**src/rtl/alu_pkg.sv**
```systemverilog
// Shared types and constants for the ALU request/response sequencer.
// Holds the ALU opcode set, sequencer FSM states and the unit shift operand.
package alu_pkg;

    typedef enum logic [2:0] {
        OP_ADD = 3'b000,
        OP_LSH = 3'b001,
        OP_RSH = 3'b010,
        OP_XOR = 3'b011,
        OP_ORR = 3'b100,
        OP_SUB = 3'b101,
        OP_RSV = 3'b110,
        OP_RXR = 3'b111
    } alu_op_e;

    typedef enum logic [1:0] {
        S_IDLE,
        S_EXEC,
        S_RESP
    } seq_state_e;

    localparam logic [7:0] SHIFT_ONE = 8'h01;

    function automatic logic is_shift(alu_op_e op);
        return (op == OP_LSH) || (op == OP_RSH);
    endfunction

endpackage

```
**src/rtl/alu_ref_model.sv**
```systemverilog
// Combinational golden model of one ALU pass, used to cross-check AluOut.
// Shifts are single-bit passes; the reserved opcode echoes operand A.
module alu_ref_model
    import alu_pkg::*;
(
    input  alu_op_e    op_i,
    input  logic [7:0] a_i,
    input  logic [7:0] b_i,
    input  logic       sc_i,
    output logic [7:0] res_o
);

    always_comb begin
        res_o = a_i;
        case (op_i)
            OP_ADD:  res_o = a_i + b_i;
            OP_LSH:  res_o = {a_i[6:0], sc_i};
            OP_RSH:  res_o = {1'b0, a_i[7:1]};
            OP_XOR:  res_o = a_i ^ b_i;
            OP_ORR:  res_o = a_i | b_i;
            OP_SUB:  res_o = a_i - b_i;
            OP_RXR:  res_o = {7'b0, ^a_i};
            default: res_o = a_i;
        endcase
    end

endmodule

```
**src/rtl/alu_sequencer.sv**
```systemverilog
// Valid/ready front-end driving a combinational 8-bit ALU; multi-bit shifts
// iterate single-bit passes. Define ALU_SEQ_CHECK_EN to cross-check AluOut.
module alu_sequencer
    import alu_pkg::*;
#(
    parameter int SHIFT_W = 3
) (
    input  logic       Clk,
    input  logic       Reset,
    input  logic       ReqValid,
    output logic       ReqReady,
    input  logic [2:0] ReqOp,
    input  logic [7:0] ReqA,
    input  logic [7:0] ReqB,
    input  logic       ReqSC,
    output logic       RspValid,
    input  logic       RspReady,
    output logic [7:0] RspData,
    output logic       RspZero,
    output logic       RspErr,
    output logic [7:0] AluA,
    output logic [7:0] AluB,
    output logic       AluSC,
    output logic [2:0] AluOp,
    input  logic [7:0] AluOut,
    input  logic       AluZero
);

    seq_state_e         state_q;
    logic [SHIFT_W-1:0] cnt_q;
    logic [SHIFT_W-1:0] cnt_d;
    logic [7:0]         acc_q;
    logic               zero_q;
    logic [7:0]         alu_a_q;
    logic [7:0]         alu_b_q;
    logic               alu_sc_q;
    alu_op_e            alu_op_q;
    logic               rsp_valid_q;
    logic               req_ready_q;
    alu_op_e            req_op;
    logic               accept;

    assign req_op = alu_op_e'(ReqOp);
    assign accept = (state_q == S_IDLE) && ReqValid && req_ready_q;
    assign cnt_d  = is_shift(req_op) ? ReqB[SHIFT_W-1:0] : SHIFT_W'(1);

    always_ff @(posedge Clk or negedge Reset) begin
        if (!Reset) begin
            state_q     <= S_IDLE;
            cnt_q       <= '0;
            acc_q       <= 8'h00;
            zero_q      <= 1'b0;
            alu_a_q     <= 8'h00;
            alu_b_q     <= 8'h00;
            alu_sc_q    <= 1'b0;
            alu_op_q    <= OP_ADD;
            rsp_valid_q <= 1'b0;
            req_ready_q <= 1'b0;
        end else begin
            case (state_q)
                S_IDLE: begin
                    if (accept) begin
                        req_ready_q <= 1'b0;
                        if (cnt_d == '0) begin
                            acc_q       <= ReqA;
                            zero_q      <= (ReqA == 8'h00);
                            rsp_valid_q <= 1'b1;
                            state_q     <= S_RESP;
                        end else begin
                            cnt_q    <= cnt_d;
                            alu_a_q  <= ReqA;
                            alu_b_q  <= is_shift(req_op) ? SHIFT_ONE : ReqB;
                            alu_sc_q <= (req_op == OP_LSH) && ReqSC;
                            alu_op_q <= req_op;
                            state_q  <= S_EXEC;
                        end
                    end else begin
                        req_ready_q <= 1'b1;
                    end
                end
                S_EXEC: begin
                    acc_q  <= AluOut;
                    zero_q <= AluZero;
                    cnt_q  <= cnt_q - 1'b1;
                    // AluA keeps the final pass's operand once we leave EXEC
                    if (cnt_q == SHIFT_W'(1)) begin
                        rsp_valid_q <= 1'b1;
                        state_q     <= S_RESP;
                    end else begin
                        alu_a_q <= AluOut;
                    end
                end
                S_RESP: begin
                    if (RspReady) begin
                        rsp_valid_q <= 1'b0;
                        req_ready_q <= 1'b1;
                        state_q     <= S_IDLE;
                    end
                end
                default: state_q <= S_IDLE;
            endcase
        end
    end

`ifdef ALU_SEQ_CHECK_EN
    logic [7:0] exp_res;
    logic       pass_err_d;
    logic       err_q;

    alu_ref_model u_ref (
        .op_i  (alu_op_q),
        .a_i   (alu_a_q),
        .b_i   (alu_b_q),
        .sc_i  (alu_sc_q),
        .res_o (exp_res)
    );

    assign pass_err_d = (exp_res != AluOut) || (alu_op_q == OP_RSV);

    always_ff @(posedge Clk or negedge Reset) begin
        if (!Reset) begin
            err_q <= 1'b0;
        end else if (accept) begin
            err_q <= 1'b0;
        end else if (state_q == S_EXEC) begin
            err_q <= err_q | pass_err_d;
        end
    end

    assign RspErr = err_q;
`else
    assign RspErr = 1'b0;
`endif

    assign ReqReady = req_ready_q;
    assign RspValid = rsp_valid_q;
    assign RspData  = acc_q;
    assign RspZero  = zero_q;
    assign AluA     = alu_a_q;
    assign AluB     = alu_b_q;
    assign AluSC    = alu_sc_q;
    assign AluOp    = alu_op_q;

endmodule
```
**config.mk**
```make
export PLATFORM = sky130hd
export DESIGN_NAME = alu_sequencer
export DESIGN_NICKNAME = d
export VERILOG_FILES = /design/src/rtl/alu_pkg.sv /design/src/rtl/alu_ref_model.sv /design/src/rtl/alu_sequencer.sv
export SDC_FILE = /design/constraint.sdc
export NUM_CORES = 1
export LEC_CHECK = 0
export ABC_AREA = 0
export CORE_AREA = 2 2 73 75
export DETAILED_ROUTE_END_ITERATION = 8
export DIE_AREA = 0 0 75 77
export REMOVE_ABC_BUFFERS = 1
export SLEW_MARGIN = 20
export SYNTH_ARGS = -nofsm -noshare
export SYNTH_HDL_FRONTEND = slang
export SYNTH_SLANG_ARGS = --single-unit
```
**constraint.sdc**
```tcl
create_clock -name Clk -period 1.96 [get_ports Clk]
set_input_delay 0.392 -clock Clk [delete_from_list [all_inputs] [get_ports Clk]]
set_output_delay 0.392 -clock Clk [all_outputs]
set_load 0.1 [all_outputs]
```
==> impl_metrics.yaml, run 1 <==
synthesis:
  synth_top_area_share_pct: 53.6
  synth_seq_cells: 36
  ys.flop_type: "dfrtp_1"
  netlist_instances: 138
  yosys-top-cells-count: "36 x dfrtp_1, 28 x mux2_2, 8 x inv_1"
  ys_warn_count: 0
  avgSynthCellArea_um2: 12.2
  synth_top_cell_by_area: "dfrtp_1"
  netlist_area_mm2: 0.00168
  async_flop_share_pct: 100
  synth-edff-count: 0
  yosysUniqueCellTypes: 32
  synthTopCellsByArea: "dfrtp_1 54%, mux2_2 19%, a22o_1 3.1%"
  synth.most_common_cell: "dfrtp_1"
  ys_seq_area_share_pct: 53.6
cts:
  cts_max_level: 2
  cts_tree: "done"
  clk_pin_slew_ps: 70
  cts_sinks: 36
  cts_buffers: 5
  clock_path_buffers: 2
  clk_latency_ps: 280
  root_buffer: "clkbuf_8"
global_routing:
  first_global_vias: 1430
  grt_pass1_wl_um: 6900
  antenna_found_initial: 0
  grt_start_max_net_pins: 37
  grt_overflow: 0
  grt_util_all_layers_pct: 15.4
detailed_routing:
  vias: 1348
  post_drt_via_cell_ratio: 4.66
  drt_iter0_drc: 81
  drc: 0
  drt-total-wl_um: 4150
  ant_nets: 0
  dr.pass1.iters: 2
  wl_per_cell_um: 14.4
cells_and_area:
  drive_gt1_share_pct: 40.2
  n_antenna_cell: 0
  areaGrowthSynthToFinish_pct: 53.2
  fin_util_pct: 51.7
  final_nets: 253
floorplan:
  dieArea_mm2: 0.00578
  die_h_um: 77
  core_mm2: 0.00498
  core.rowCount: 26
  io_pins: 65
  die_w_um: 75
  initial_utilization_pct: 33.8
timing:
  setup_violations: 0
  drv_slew: 0
  fmaxAchievable_mhz: 539
  min_period_over_period_pct: 94.7
  grt_setup_unrepaired: "no"
  fin_skew_ps: 6.40
  hold_viol: 0
  whs_ps: 491
  finalCriticalPeriod_ps: 1860
  worst_slack_ps: 105
status:
  status: "completed"
setup_path:
  cp_num_buf_inv: 2
  crit_fanout: 5
  path_cells: "dlygate4sd2_1 > or4_4 > o21ai_4 > a21boi_4 > buf_6 > mux2_2"
  critPathTopFamily: "simple AND/OR/NAND/NOR gates"
  crit_slowest_cell: "or4_4"
  end_kind: "register"
  critPathKind: "in2reg"
  critPathMaxStageDelay_ps: 550
  crit_cells: 6
  cp-start-kind: "input pin"
  cp.arrival_ps: 2020
  reg2reg_depth: 4
  required_ps: 2120
worst_hold_path:
  hold_depth: 3
  worst_hold_path_type: "in2reg"
placement:
  gp_congestion: 0.787
  post-place-ws_ps: -427
  hpwl_um: 3160
  io_buffers: 63
job:
  maxCapViolations: 0
per-stage QoR:
stage / TNS, ps / cell area (um^2) / cells
after floorplan: -2080 / 1650 / 132
after global placement: -6370 / 2420 / 279
after detailed placement: -7300 / 2420 / 279
after CTS: 0 / 2590 / 291
after global routing: 0 / 2570 / 289
final: 0 / 2570 / 289
repair_timing:
item | in CTS | in global routing
hold buffers | 0 | 0
pin swaps | 2 | 3
cloned | 1 | 0
endpoints found under the setup margin | 8 | 18
resized for setup | 7 | 7
setup buffers | 3 | 0
tightest hold or removal path, stage by stage:
cell and delay [ps]:
dlymetal6s2s_1 160, nand4bb_1 100, o21ai_0 70
layer usage:
metal	global-route usage (%)	up-vias	part of all wire (%)
li1	-	651	-
met1	20.2	660	43
met2	25.2	30	52
met3	3.55	7	4.1
met4	4.29	0	1.5
met5	0	-	0
layout make-up:
class	instances	area (um^2)
clock buffer	6	72.6
clock inverter	2	35.0
tap	70	87.6
inverter	8	30.0
multi-input combinational	88	743
timing repair buffer	79	706
fill	449	2400
sequential	36	901
cells in the final DEF (no fill, tap or decap), types with 4 or more instances in the layout:
| cell | netlist | layout |
|---|---|---|
| mux2_2 | 28 | 24 |
| a21oi_1 | 4 | 4 |
| nand2_1 | 6 | 6 |
| dfrtp_1 | 36 | 36 |
| buf_4 | 1 | 43 |
| nor2_1 | 7 | 7 |
| dlygate4sd2_1 | 0 | 4 |
| clkdlybuf4s50_1 | 0 | 26 |
| mux2_4 | 0 | 4 |
| nor2b_1 | 5 | 5 |
| a22o_1 | 6 | 6 |
| o21ai_0 | 5 | 5 |
| inv_1 | 8 | 8 |
| clkbuf_8 | 0 | 5 |
cell families (layout without fill, tap and decap cells):
group	after synthesis	in the layout	synth area share, %
muxes	28	28	18.8
other	1	1	0.223
DFF	36	36	53.6
AOI/OAI and AO/OA	28	28	12.5
and+or+nand+nor	28	28	9.38
buffers and inverters	14	95	3.50
adders and majority gates	2	2	1.49
xor gates and xnor gates	1	1	0.521
registers in the layout (all words and copies together) (netlist names):
name / count
RspData: 8
ReqReady: 1
AluOp: 3
RspValid: 1
cnt_q: 3
AluSC: 1
state_q: 2
AluB: 8
AluA: 8
RspZero: 1
worst paths after layout:
path | startpoint | endpoint | slack, ps
worst min-delay path | ReqOp[0] | AluSC | 490
min in group asynchronous | Reset | AluB[7] | 520
worst max register to register | state_q[0] | AluA[5] | 190
worst max-delay path | ReqOp[2] | AluA[1] | 100
worst min register to register | AluSC | AluSC | 500
max in group asynchronous | Reset | RspData[7] | 1120
Power of run 1 is not shown: default switching activity piles up to over one toggle a cycle in this logic, so the estimate is an artifact.
==> run 2: changes to the inputs <==
CORE_AREA = 2 2 66 68   (was 2 2 73 75)
DIE_AREA = 0 0 68 70   (was 0 0 75 77)
PLACE_DENSITY = 0.77   (was not set)
RECOVER_POWER = 50   (was not set)
==> impl_metrics.yaml, run 2 (same netlist as run 1, synthesis figures left out) <==
detailed_routing:
  dr.pass1.iters: 4
  ant_nets: 0
  wl_per_cell_um: 15.3
  vias: 1381
  drt-total-wl_um: 4160
  drc: 0
  post_drt_via_cell_ratio: 5.08
  drt_iter0_drc: 55
cts:
  cts_sinks: 36
  clk_pin_slew_ps: 70
  clk_latency_ps: 290
  root_buffer: "clkbuf_8"
  clock_path_buffers: 2
  cts_tree: "done"
  cts_max_level: 2
  postCtsSetupRepairBufs: 0
  cts_buffers: 5
  cts.hold.buffers_added: 0
timing:
  fin_skew_ps: 3.82
  finalCriticalPeriod_ps: 1920
  setup_violations: 0
  min_period_over_period_pct: 97.8
  fmaxAchievable_mhz: 522
  slew_headroom_pct: 41.3
  hold_viol: 0
  whs_ps: 483
  grt_setup_unrepaired: "no"
  drv_slew: 0
  tightest_slew_ps: 881
floorplan:
  die_w_um: 68
  core_mm2: 0.00414
  core.rowCount: 24
  io_pins: 65
  initial_utilization_pct: 40.5
  die_h_um: 70
  dieArea_mm2: 0.00476
cells_and_area:
  drive_gt1_share_pct: 40.0
  final-seq-area_um2: 901
  final_cell_mix: "36 x dfrtp_1, 31 x buf_4, 28 x clkdlybuf4s50_1"
  multi_input_area_um2: 751
  areaGrowthSynthToFinish_pct: 47.8
  n_antenna_cell: 0
  final_nets: 254
  n_fill_cell: 345
  final_common_cell: "dfrtp_1"
global_routing:
  met3_usage_pct: 3.70
  gr-max-usage-layer: "met2"
  grt_start_max_net_pins: 37
  antenna_found_initial: 0
  grt_pass1_wl_um: 6980
  grt_util_all_layers_pct: 19.3
  first_global_vias: 1462
  grt_overflow: 0
  grtUsageMet2_pct: 31.4
  met1_usage_pct: 25.6
setup_path:
  reg2reg_depth: 4
  r2r_start: "state_q[0]"
  critPathMaxStageDelay_ps: 440
  crit_fanout: 5
  rrSetupSlack_ps: 240
  timing.rr.end: "RspData[3]"
  required_ps: 2130
  path_cells: "clkdlybuf4s50_1 > or4_4 > o21ai_4 > a21boi_4 > mux2_4"
  end_kind: "register"
  crit_end: "AluA[2]"
  cp-start-kind: "input pin"
  critPathKind: "in2reg"
  crit_slowest_cell: "or4_4"
  cp.arrival_ps: 2090
  crit_start: "ReqOp[2]"
placement:
  hpwl_um: 3070
  gp_congestion: 0.775
  io_buffers: 63
worst_hold_path:
  worst_hold_path_type: "reg2reg"
  worstHoldStart: "AluB[1]"
status:
  status: "completed"
job:
  maxCapViolations: 0
[run 2: cell count changes in the layout (fill, tap and decap cells not counted), sizes merged, moves of 2 or more]
| cell | before | now |
|---|---|---|
| buf | 47 | 32 |
| clkbuf | 6 | 21 |
| clkdlybuf4s50 | 26 | 28 |
| dlymetal6s2s | 2 | 0 |
[run 2: worst max-delay path, delay by kind of cell]
family	cells	cell delay, ps
AOI/OAI and AO/OA	2	500
and+or+nand+nor	1	440
buffers and inverters	1	420
muxes	1	340
[run 2: worst min path at each step]
stage	to	slack [ps]	cells after the start
floorplan	AluA[0]	100	0
global placement	AluB[1]	470	2
detailed placement	AluB[1]	480	2
CTS	AluB[1]	490	2
global route	AluB[1]	510	2
finish	AluB[1]	480	2
[run 2: cell type report]
cell class / instances / share of cell area, %
flip-flops and latches: 36 / 36.3
clock inverters: 2 / 0.403
clock buffers: 6 / 3.32
well taps: 52 / 2.62
repair buffers: 79 / 25.9
multi-input cells: 89 / 30.2
inverters: 8 / 1.21
[run 2: stage by stage]
stage	instance area [um^2]	std cells	util [%]	setup TNS [ps]	worst slack (ps)
3_5_place_dp	2400	263	58.0	-6610	-419
2_1_floorplan	1650	132	-	-2080	-235
3_3_place_gp	2400	263	58.0	-5580	-383
6_report	2480	272	59.9	0	42.6
4_1_cts	2520	272	60.8	0	17.9
5_1_grt	2480	272	59.9	0	12.5
[run 2: per-layer routing]
metal	share of wire (%)	vias to the layer above
met5	0	-
met4	1.3	0
met3	2.9	6
met2	53	27
met1	43	692
li1	-	656
[run 2: repair_timing]
item / 4_1_cts / 5_1_grt
resized for setup: 8 / 0
pin swaps: 2 / 1
gates cloned: 1 / 0
endpoints found under the setup margin: 8 / 7
Power of run 2 is left out for the same reason.
==> run 3: changes to the inputs <==
CAP_MARGIN = 25   (was not set)
CORE_AREA = 2 2 78 58   (was 2 2 66 68)
DIE_AREA = 0 0 80 60   (was 0 0 68 70)
==> impl_metrics.yaml, run 3 (same netlist as run 1, synthesis figures left out) <==
floorplan:
  dieArea_mm2: 0.00480
  core.rowCount: 20
  initial_utilization_pct: 40.9
  io_pins: 65
  core_mm2: 0.00410
  die_h_um: 60
  die_w_um: 80
setup_path:
  critPathTopFamily: "simple AND/OR/NAND/NOR gates"
  end_kind: "register"
  cp_num_buf_inv: 1
  path_cells: "dlygate4sd2_1 > or4_4 > o21ai_4 > a21boi_4 > mux2_4"
  critPathKind: "in2reg"
  crit_slowest_cell: "or4_4"
  cp.arrival_ps: 2030
  critPathMaxStageDelay_ps: 550
  required_ps: 2130
  cp-start-kind: "input pin"
  crit_fanout: 5
timing:
  min_period_over_period_pct: 95.0
  grt_setup_unrepaired: "no"
  slew_headroom_pct: 41.8
  setup_violations: 0
  tightest_slew_ps: 872
  finalCriticalPeriod_ps: 1860
  fin_skew_ps: 3.78
  worst_slack_ps: 97.0
  fmaxAchievable_mhz: 537
  drv_slew: 0
  hold_viol: 0
cts:
  cts_sinks: 36
  cts_tree: "done"
  clk_latency_ps: 280
  cts_buffers: 5
  cts.hold.buffers_added: 0
  clk_pin_slew_ps: 70
  root_buffer: "clkbuf_8"
  cts_max_level: 2
  clock_path_buffers: 2
detailed_routing:
  drt_iter0_drc: 65
  vias: 1377
  dr.pass1.iters: 4
  ant_nets: 0
  drc: 0
  post_drt_via_cell_ratio: 5.01
  drt-total-wl_um: 4200
  wl_per_cell_um: 15.3
global_routing:
  grt_pass1_wl_um: 6810
  first_global_vias: 1434
  grt_overflow: 0
  antenna_found_initial: 0
  grt_util_all_layers_pct: 18.9
  grt_start_max_net_pins: 37
cells_and_area:
  final_nets: 254
  n_antenna_cell: 0
  areaGrowthSynthToFinish_pct: 49.4
  fin_cells: 275
  n_fill_cell: 362
  final_common_cell: "dfrtp_1"
  final_cell_area_mm2: 0.00251
  final_cell_mix: "36 x dfrtp_1, 30 x buf_4, 27 x clkdlybuf4s50_1"
  drive_gt1_share_pct: 39.5
job:
  maxCapViolations: 0
placement:
  hpwl_um: 3190
  io_buffers: 63
  place_inst: 265
  post-place-ws_ps: -426
  placed_cell_area_mm2: 0.00241
  gp_congestion: 0.819
status:
  status: "completed"
worst_hold_path:
  worst_hold_path_type: "reg2reg"
## run 3: through the flow
stage,TNS [ps],utilization (%),hold slack (ps)
after global routing,0,61.2,524
after global placement,-5880,58.8,468
after floorplan,-2080,-,96.4
after detailed placement,-6890,58.8,482
after CTS,0,62.0,497
final,0,61.2,486
## run 3: worst register-to-register path, stage by stage, from the launching register on
cell and delay, ps:
dfrtp_1 450, and4bb_1 440, o21ai_4 110, buf_4 210
o21ai_0 220, a31oi_1 110
## run 3: repair_timing
action	in CTS	in global routing
resized for setup	9	1
cloned	1	0
pin swaps	2	1
setup endpoints to repair	8	8
buffers inserted	1	0
## run 3: worst paths after layout
check	start	end	slack (ps)	depth (start not counted)
max	ReqB[0]	AluA[5]	100	5
min	AluSC	AluSC	490	2
min reg2reg	AluSC	AluSC	490	2
max reg2reg	state_q[1]	cnt_q[0]	280	5
max in group asynchronous	Reset	AluOp[2]	660	2
min in group asynchronous	Reset	RspData[5]	750	2
## run 3: final cells by class
type | instances | area, um^2 | share of cell area, %
inverter | 8 | 30.0 | 1.20
sequential | 36 | 901 | 35.9
timing repair buffer | 79 | 659 | 26.3
tap | 55 | 68.8 | 2.74
multi-input combinational | 89 | 758 | 30.2
clock inverter | 1 | 7.51 | 0.299
clock buffer | 7 | 86.3 | 3.44
## run 3: layer usage
layer / wire length [um] / part of all wire, % / track usage [%]
met2: 2060 / 49 / 30.6
met3: 211 / 5.0 / 6.04
met5: 0 / 0 / 0
met4: 38 / 0.90 / 6.54
met1: 1890 / 45 / 24.1
Power of run 3 is left out for the same reason.
